===== config.mk =====
export PLATFORM = sky130hd
export DESIGN_NAME = lcd_responder
export DESIGN_NICKNAME = d
export VERILOG_FILES = /design/src/rtl/lcd_responder.sv
export SDC_FILE = /design/constraint.sdc
export NUM_CORES = 1
export LEC_CHECK = 0
export CAP_MARGIN = 20
export CORE_ASPECT_RATIO = 0.6
export CORE_MARGIN = 2
export CORE_UTILIZATION = 40
export DETAILED_ROUTE_END_ITERATION = 16
export GPL_ROUTABILITY_DRIVEN = 0
export PLACE_DENSITY = 0.69
export SLEW_MARGIN = 25
export SYNTH_ARGS = -nofsm -noshare
export SYNTH_HDL_FRONTEND = slang
export SYNTH_SLANG_ARGS = --single-unit

===== constraint.sdc =====
create_clock -name CLK -period 1.5 [get_ports CLK]
set_input_delay 0.3 -clock CLK [delete_from_list [all_inputs] [get_ports CLK]]
set_output_delay 0.3 -clock CLK [all_outputs]
set_load 0.02 [all_outputs]

===== src/rtl/lcd_responder.sv =====
// ============================================================================
// lcd_responder
// ----------------------------------------------------------------------------
// Controller-side end of an HD44780-style 4-bit LCD bus. E/RS/RW/D from the
// initiator are synchronised onto CLK. Write nibbles are latched on the
// falling edge of E and reassembled into bytes. The responder tracks the
// DDRAM address counter and the 4/8-bit interface mode, and models the
// controller busy time. During reads it drives the busy flag and the address
// counter back onto the bus.
//
// Optional feature macro:
//   LCD_RESPONDER_BUSY_EN - when defined, the busy counter is built. When
//                           undefined, busy is tied low, overrun never fires
//                           and the read status nibble has bit3 = 0.
//
// Parameters:
//   BUSY_CYCLES   busy duration after an ordinary byte
//   CLEAR_CYCLES  busy duration after clear (0x01) or return home (0x02/0x03)
//
// Ports:
//   CLK           system clock, rising edge
//   RESET         synchronous active-high reset
//   LCD_E         enable strobe (asynchronous, sampled on CLK)
//   LCD_RS        register select: 0 = instruction/status, 1 = data
//   LCD_RW        1 = read, 0 = write
//   LCD_D_IN      bus nibble as seen by the responder
//   LCD_D_OUT     read nibble driven onto the bus
//   LCD_D_OE      output enable for LCD_D_OUT
//   byte_valid    one-cycle pulse when a write byte completes
//   byte_data     last completed write byte (held until the next one)
//   byte_rs       RS of the last completed byte
//   mode4bit      1 = 4-bit interface active
//   busy          busy flag
//   addr          address counter (AC)
//   protocol_err  one-cycle pulse when RS/RW change between nibbles of a byte
//   overrun       one-cycle pulse when a byte completes while busy
// ============================================================================
module lcd_responder #(
    parameter int BUSY_CYCLES  = 2000,
    parameter int CLEAR_CYCLES = 76500
) (
    input  logic       CLK,
    input  logic       RESET,
    input  logic       LCD_E,
    input  logic       LCD_RS,
    input  logic       LCD_RW,
    input  logic [3:0] LCD_D_IN,
    output logic [3:0] LCD_D_OUT,
    output logic       LCD_D_OE,
    output logic       byte_valid,
    output logic [7:0] byte_data,
    output logic       byte_rs,
    output logic       mode4bit,
    output logic       busy,
    output logic [6:0] addr,
    output logic       protocol_err,
    output logic       overrun
);

    // Nibble phase within a byte; only advances in 4-bit mode.
    typedef enum logic {
        PH_HIGH = 1'b0,
        PH_LOW  = 1'b1
    } phase_t;

    logic       e_meta, e_s, e_d;
    logic       rs_meta, rs_s;
    logic       rw_meta, rw_s;
    logic [3:0] d_meta, d_s;

    phase_t     ph;
    logic       rs_q, rw_q;
    logic       rs_first, rw_first;
    logic [3:0] hi;

    // A completed byte is staged for one cycle before it is applied, which
    // places the visible update three edges after E is first sampled low.
    logic       cmp_valid;
    logic [7:0] cmp_byte;
    logic       cmp_rs;

    logic       rise, fall;
    logic       nibble_mismatch;
    logic       clear_home;

    // Two-flop synchronisers for every bus input, plus the delayed E copy
    // used for edge detection.
    always_ff @(posedge CLK) begin
        if (RESET) begin
            e_meta  <= 1'b0;
            e_s     <= 1'b0;
            e_d     <= 1'b0;
            rs_meta <= 1'b0;
            rs_s    <= 1'b0;
            rw_meta <= 1'b0;
            rw_s    <= 1'b0;
            d_meta  <= 4'h0;
            d_s     <= 4'h0;
        end else begin
            e_meta  <= LCD_E;
            e_s     <= e_meta;
            e_d     <= e_s;
            rs_meta <= LCD_RS;
            rs_s    <= rs_meta;
            rw_meta <= LCD_RW;
            rw_s    <= rw_meta;
            d_meta  <= LCD_D_IN;
            d_s     <= d_meta;
        end
    end

    assign rise            = e_s & ~e_d;
    assign fall            = ~e_s & e_d;
    assign nibble_mismatch = (rs_s != rs_first) || (rw_s != rw_first);
    assign clear_home      = ~cmp_rs &
                             ((cmp_byte == 8'h01) || (cmp_byte[7:1] == 7'h01));

    // The bus direction simply follows the synchronised RW line.
    assign LCD_D_OE = rw_s;

    // Main protocol engine: byte application, strobe handling and read data.
    // Later statements win, so a strobe edge coinciding with byte
    // application takes precedence over the function-set phase clear.
    always_ff @(posedge CLK) begin
        if (RESET) begin
            ph           <= PH_HIGH;
            rs_q         <= 1'b0;
            rw_q         <= 1'b0;
            rs_first     <= 1'b0;
            rw_first     <= 1'b0;
            hi           <= 4'h0;
            cmp_valid    <= 1'b0;
            cmp_byte     <= 8'h00;
            cmp_rs       <= 1'b0;
            byte_valid   <= 1'b0;
            byte_data    <= 8'h00;
            byte_rs      <= 1'b0;
            mode4bit     <= 1'b0;
            addr         <= 7'h00;
            protocol_err <= 1'b0;
            overrun      <= 1'b0;
            LCD_D_OUT    <= 4'h0;
        end else begin
            byte_valid   <= 1'b0;
            protocol_err <= 1'b0;
            overrun      <= 1'b0;
            cmp_valid    <= 1'b0;

            if (cmp_valid) begin
                byte_valid <= 1'b1;
                byte_data  <= cmp_byte;
                byte_rs    <= cmp_rs;
                overrun    <= busy;
                if (cmp_rs) begin
                    addr <= addr + 7'd1;
                end else if (clear_home) begin
                    addr <= 7'h00;
                end else if (cmp_byte[7]) begin
                    addr <= cmp_byte[6:0];
                end else if (cmp_byte[7:5] == 3'b001) begin
                    mode4bit <= ~cmp_byte[4];
                    ph       <= PH_HIGH;
                end
            end

            // A second nibble whose RS/RW disagree with the first one
            // restarts the byte: this strobe becomes the new high nibble.
            if (rise) begin
                rs_q <= rs_s;
                rw_q <= rw_s;
                if (ph == PH_LOW && nibble_mismatch) begin
                    protocol_err <= 1'b1;
                    ph           <= PH_HIGH;
                end
                if (ph == PH_HIGH || nibble_mismatch) begin
                    rs_first <= rs_s;
                    rw_first <= rw_s;
                end
            end

            if (fall) begin
                if (!rw_q) begin
                    if (!mode4bit) begin
                        cmp_valid <= 1'b1;
                        cmp_byte  <= {d_s, 4'h0};
                        cmp_rs    <= rs_q;
                    end else if (ph == PH_HIGH) begin
                        hi <= d_s;
                        ph <= PH_LOW;
                    end else begin
                        cmp_valid <= 1'b1;
                        cmp_byte  <= {hi, d_s};
                        cmp_rs    <= rs_q;
                        ph        <= PH_HIGH;
                    end
                end else if (mode4bit) begin
                    ph <= (ph == PH_HIGH) ? PH_LOW : PH_HIGH;
                end
            end

            // Read data is refreshed every cycle while E is high so that the
            // busy flag seen by the initiator is current.
            if (e_s) begin
                if (rw_s && !rs_s) begin
                    if (mode4bit && ph == PH_LOW) begin
                        LCD_D_OUT <= addr[3:0];
                    end else begin
                        LCD_D_OUT <= {busy, addr[6:4]};
                    end
                end else begin
                    LCD_D_OUT <= 4'h0;
                end
            end
        end
    end

`ifdef LCD_RESPONDER_BUSY_EN
    localparam logic [16:0] BUSY_LOAD  = 17'(BUSY_CYCLES);
    localparam logic [16:0] CLEAR_LOAD = 17'(CLEAR_CYCLES);

    logic [16:0] busy_cnt;

    // Busy timer: every applied byte reloads it (clear/home use the long
    // count); a reload wins over the running decrement.
    always_ff @(posedge CLK) begin
        if (RESET) begin
            busy_cnt <= 17'd0;
        end else if (cmp_valid && clear_home) begin
            busy_cnt <= CLEAR_LOAD;
        end else if (cmp_valid) begin
            busy_cnt <= BUSY_LOAD;
        end else if (busy_cnt != 17'd0) begin
            busy_cnt <= busy_cnt - 17'd1;
        end
    end

    assign busy = (busy_cnt != 17'd0);
`else
    assign busy = 1'b0;
`endif

endmodule


Word-level counts from Yosys, hierarchy flattened
Cells that the tools add are included.

storage, ports and cells
  bits in registers = 57
  input bits = 9
  output and inout port bits = 26

cells by class
  $add $sub $neg = 1
  equality and inequality tests = 6
  multiplexer cells = 23
  bitwise logic cells = 13
  reduce and logical (&&, ||, !) cells = 15

operators by type and width
  kind                 number
  $mux 7               3
  $mux 1               16
  $mux 8               2
  $not 1->1            10
  $eq 8x1->1 const B   1
  $mux 4               2
  $add 7x1->7 const B  1
  $eq 7x1->1 const B   1
  $reduce_and 5->1     1
  $reduce_and 2->1     2
  $reduce_and 4->1     1
  $and 1x1->1          3
  $eq 3x1->1 const B   1
  $logic_and 1x1->1    3
  $logic_or 1x1->1     3
  $reduce_and 3->1     1
  $reduce_bool 3->1    1
  $reduce_or 3->1      1
  $ne 1x1->1           2
  $ne 2x1->1 const B   1
  $reduce_or 2->1      1
  $logic_not 1->1      1

Logic depth before layout (Yosys ltp)
  depth in word-level cells = 10
  depth in mapped cells = 6
  gate-level depth less buffers = 5

Worst setup path after synthesis
OpenSTA, ideal clock, no wires.

  kind = flip-flop to flip-flop
  start = register mode4bit
  end = register cmp_byte[0]
  setup time = 0.128 ns
  arrival time = 1.325 ns
  setup slack = 0.047 ns
  cell stages (with the launch flop) = 7
  buffers on the path = 2
  clock period less this slack = 1.453 ns
  path through = dfxtp_1 buf_4 nor2b_4 or3_1 buf_2 a22oi_1 nor2_1

on the way
  longest elaborated chain between the ends = 2
  elaborated cells between the ends (all ways) = 3
  those cells by class = eq/ne: 1; mux: 1; reduce/logical: 1

ends and longest elaborated chain
  element                     line  RTL
  from (decl)                 53    output logic mode4bit,
  from (signal assigned)      161   mode4bit <= ~cmp_byte[4];
  $ne 2x1->1 (no line)        --
  $reduce_and 3->1 (no line)  --
  to (signal assigned)        185   cmp_byte <= {d_s, 4'h0};
  to (signal assigned)        192   cmp_byte <= {hi, d_s};
  to (decl)                   79    logic [7:0] cmp_byte;

Several ways; a longest one is shown, not always the timed one.
A chain may end at the register's enable or synchronous reset.

Final worst setup path
  start = register addr[3]
  end = output addr[3]

RTL lines
  element                 line  RTL
  from (decl)             55    output logic [6:0] addr,
  from (signal assigned)  155   addr <= addr + 7'd1;
  from (signal assigned)  159   addr <= cmp_byte[6:0];

No word-level cell between the ends.

==> impl_summary.txt <==
----------------------------------------------------
[Status]
  Status ... completed

[Setup path]
  Number of buffer and inverter instances along the worst setup path ... 1
  Worst path slowest cell ... sky130_fd_sc_hd__dfxtp_1
  Critical Path End Type ... output port
  Crit path required time ... roughly 1.2 ns
  Kind of start point of the critical path ... flop
  Worst Path Arrival ... approximately 1.1 ns
  Category of the most critical setup path ... reg2out
  Sequence of cells on the critical path ... clkdlybuf4s15_1
  Gate family responsible for the most delay along the worst path ... flip-flops
  Delay of the slowest critical-path stage ... 0.45 ns
  Maximum net fanout on the critical path ... 6

[Die]
  Die extent in x ... around 100 um
  Die outline height ... 62.2 um
  Number of top-level pins ... 35
  Row cnt ... 21
  Die area ... roughly 0.0063 mm^2
  Core region area ... about 0.0055 mm^2
  Initial core utilization ... about two fifths

[Route]
  Drt first-iter violations ... 47
  Total number of vias ... 1,771
  Vias per Instance ... between 4 and 5
  Post-route DRC ... 0
  Detailed-router iteration count before antenna repair ... 4
  Total detailed-routing wirelength ... ~4.9 mm
  Final routed wire length divided by cell count ... ~14 um
  Post-route ant nets ... 0

[Yosys]
  Xor and xnor area share after synthesis ... less than 1%
  Share of synthesized registers carrying an async set or reset ... 0%
  Dominant combinational cell family by area after synthesis ... simple AND/OR/NAND/NOR gates
  Mean post-synth cell area ... about 9.5 um^2
  Sequential element share of the synthesized area ... 50.5%
  Fraction of post-synthesis cell area in the top cell type by area ... around 50%
  Area fraction in and, or, nand and nor cells after synthesis ... around a quarter
  Post-synthesis compound-gate area fraction ... 11.8%
  Number of flops mapped to enable cells by yosys ... 0
  Synth unique cells ... 42
  Flip-flop cell with the highest count after synthesis ... sky130_fd_sc_hd__dfxtp_1
  Cell count after synthesis ... 238
  Area leader, netlist ... sky130_fd_sc_hd__dfxtp_1
  Largest cells by area after synthesis ... sky130_fd_sc_hd__dfxtp_1 50%, sky130_fd_sc_hd__mux2i_1 7.5%, sky130_fd_sc_hd__nor2b_1 5.3%, sky130_fd_sc_hd__nor2_1 4.5%, sky130_fd_sc_hd__a21oi_1 3.8%
  Count of synthesis-stage warnings from yosys ... 0
  Fraction of the mapped netlist area in adder cells ... less than 1%
  Fraction of synthesized area in multiplexers ... approximately 9%
  Total of flip-flops plus latches after synthesis ... 57
  Synthesized area ... ~0.0023 mm^2

[Finish]
  Final #Nets ... 291
  Layout cell share with drive strength beyond 1 ... between 10% and 20%
  Area Growth Syn to Fin ... 28.3%
  Ant. Diodes ... 0
  Total of fill cells in the finished design ... ~560
  Final Instance Area ... roughly 0.0029 mm^2
  Fin util ... between 50% and 60%

[GRT]
  Sum of overflow across all layers after global routing ... 0
  Vias in the first global route ... 1,639
  Maximum number of pins on one net before global-route repair ... 28
  Antenna violations before repair ... 0
  Wire length of the first global-routing pass ... slightly below 8 mm
  Total routing usage reported by global routing ... 16.6%

[CTS]
  CTS hold repair buffers ... 0
  Number of sinks handled by clock tree synthesis ... 57
  Clock latency reported for the late side of the worst-skew pair ... between 0.3 and 0.4 ns
  Clock tree from TritonCTS ... done
  Total setup buffers inserted after CTS ... 0
  Number of buffers added by the clock tree synthesis step ... 9
  Clock edge transition at the registers on the reported setup and hold paths ... roughly 0.06 ns
  # H-tree levels ... 3
  Bufs on Longest Clock Path ... 2
  CTS root buf ... sky130_fd_sc_hd__clkbuf_8

[STA]
  Unrepaired setup endpoints after global routing ... yes
  Final hold vios ... 0
  Shortest period the worst path allows ... 1.43 ns
  Setup violations, final ... 0
  Highest Clock Rate ... between 600 and 700 MHz
  Pins over their slew limit ... 0
  Final setup skew ... 0.00451 ns
  Hold slack ... roughly 0.36 ns
  Final Worst Setup Slack ... ~0.067 ns
  Post-route fraction of the period consumed by the critical path ... 95.6%

[Place]
  Minimum setup slack after placement ... between 0.08 and 0.09 ns
  Total of buffers placed on input and output ports ... 32
  Area after detailed placement ... between 0.002 and 0.003 mm^2
  Half-perimeter wire length after placement ... around 3.4 mm

[Run]
  Number of max-capacitance violations reported ... 0

[Power and ir drop]
  Leakage power summed over all cells ... roughly 1.2 nW
  Maximum resistive drop on vdd ... between 0.5 and 0.6 mV
  Total power divided by cell area ... ~1100 mW/mm^2
  Overall Power ... approximately 3.2 mW

[Worst hold path]
  Worst hold path type ... in2reg

----------------------------------------------------
[flip-flops by register name (all words and copies together), names as in the netlist, 4 cells and up]
signal	cells
byte_data	8
addr	7
LCD_D_OUT	4
cmp_byte	8
d_meta	4
d_s	4
hi	4
[power breakdown]
group / leakage [nW] / switching [mW] / internal (mW)
logic: 0.578 / 0.0613 / 0.0549
registers: 0.464 / 0.0177 / 1.54
clock network: 0.113 / 0.607 / 0.918
[cells in the final DEF, fill, tap and decap left out, types with 3 or more instances in the layout]
cell,count
sky130_fd_sc_hd__mux2_2,3
sky130_fd_sc_hd__a211oi_1,4
sky130_fd_sc_hd__nand2b_1,7
sky130_fd_sc_hd__clkinv_2,5
sky130_fd_sc_hd__buf_4,11
sky130_fd_sc_hd__nor2b_1,19
sky130_fd_sc_hd__nor4_1,3
sky130_fd_sc_hd__nor3_1,3
sky130_fd_sc_hd__nand3_1,6
sky130_fd_sc_hd__dlygate4sd2_1,23
sky130_fd_sc_hd__a21oi_1,17
sky130_fd_sc_hd__dfxtp_1,55
sky130_fd_sc_hd__clkdlybuf4s50_1,7
sky130_fd_sc_hd__nand2_1,17
sky130_fd_sc_hd__mux2i_1,17
sky130_fd_sc_hd__o21ai_0,7
sky130_fd_sc_hd__nor2_1,27
sky130_fd_sc_hd__inv_1,4
sky130_fd_sc_hd__clkbuf_8,9
sky130_fd_sc_hd__a22oi_1,4
[synthesized netlist by cell type (all sizes together), types with 6 or more instances]
cell type and number:
a21oi 17, buf 8, dfxtp 57, mux2i 17, nand2 17, nand2b 7
nand3 6, nor2 27, nor2b 20, o21ai 7
[repair_timing]
item / 4_1_cts / 5_1_grt
gates resized for setup: 24 / 5
endpoints found under the hold margin: 0 / 0
setup endpoints to repair: 24 / 5
[path summary, 6_finish.rpt]
| check | from | end | slack, ns | cells after the start |
|---|---|---|---|---|
| max | addr[3] | addr[3] | 0.07 | 1 |
| max reg2reg | cmp_byte[2] | addr[1] | 0.11 | 5 |
| min reg2reg | d_meta[2] | d_s[2] | 0.44 | 1 |
| min | RESET | LCD_D_OUT[2] | 0.36 | 2 |
[cells by family after synthesis]
kind of cell	after synthesis
AO/OA/AOI/OAI	42
XOR/XNOR	2
adder cells (fa/ha/maj)	1
buffers and inverters	18
flip-flops	57
multiplexers	20
other	1
AND/OR/NAND/NOR	97
[through the flow]
step           setup TNS (ns)  std cells
6_report                    0        355
5_1_grt               -0.0428        355
4_1_cts                     0        355
3_5_place_dp                0        339
3_3_place_gp                0        339
2_1_floorplan               0        239
[area by class of cell]
cell class                 count  area, um^2  share of cell area [%]
clock buffer                   9         124                    4.27
clock inverter                 7        85.1                    2.93
inverter                       5        18.8                   0.647
multi-input combinational    164        1050                    36.4
sequential                    57        1140                    39.4
tap                           69        86.3                    2.98
timing repair buffer          44         389                    13.4
[metal layers]
layer	vias up	global-route usage (%)	routed length, um
li1	900	-	-
met1	821	22.1	2490
met2	43	22.3	1940
met3	7	8.78	354
met4	0	6.59	69
met5	-	0	0
Note: power is estimated with default switching activity, not from simulation.
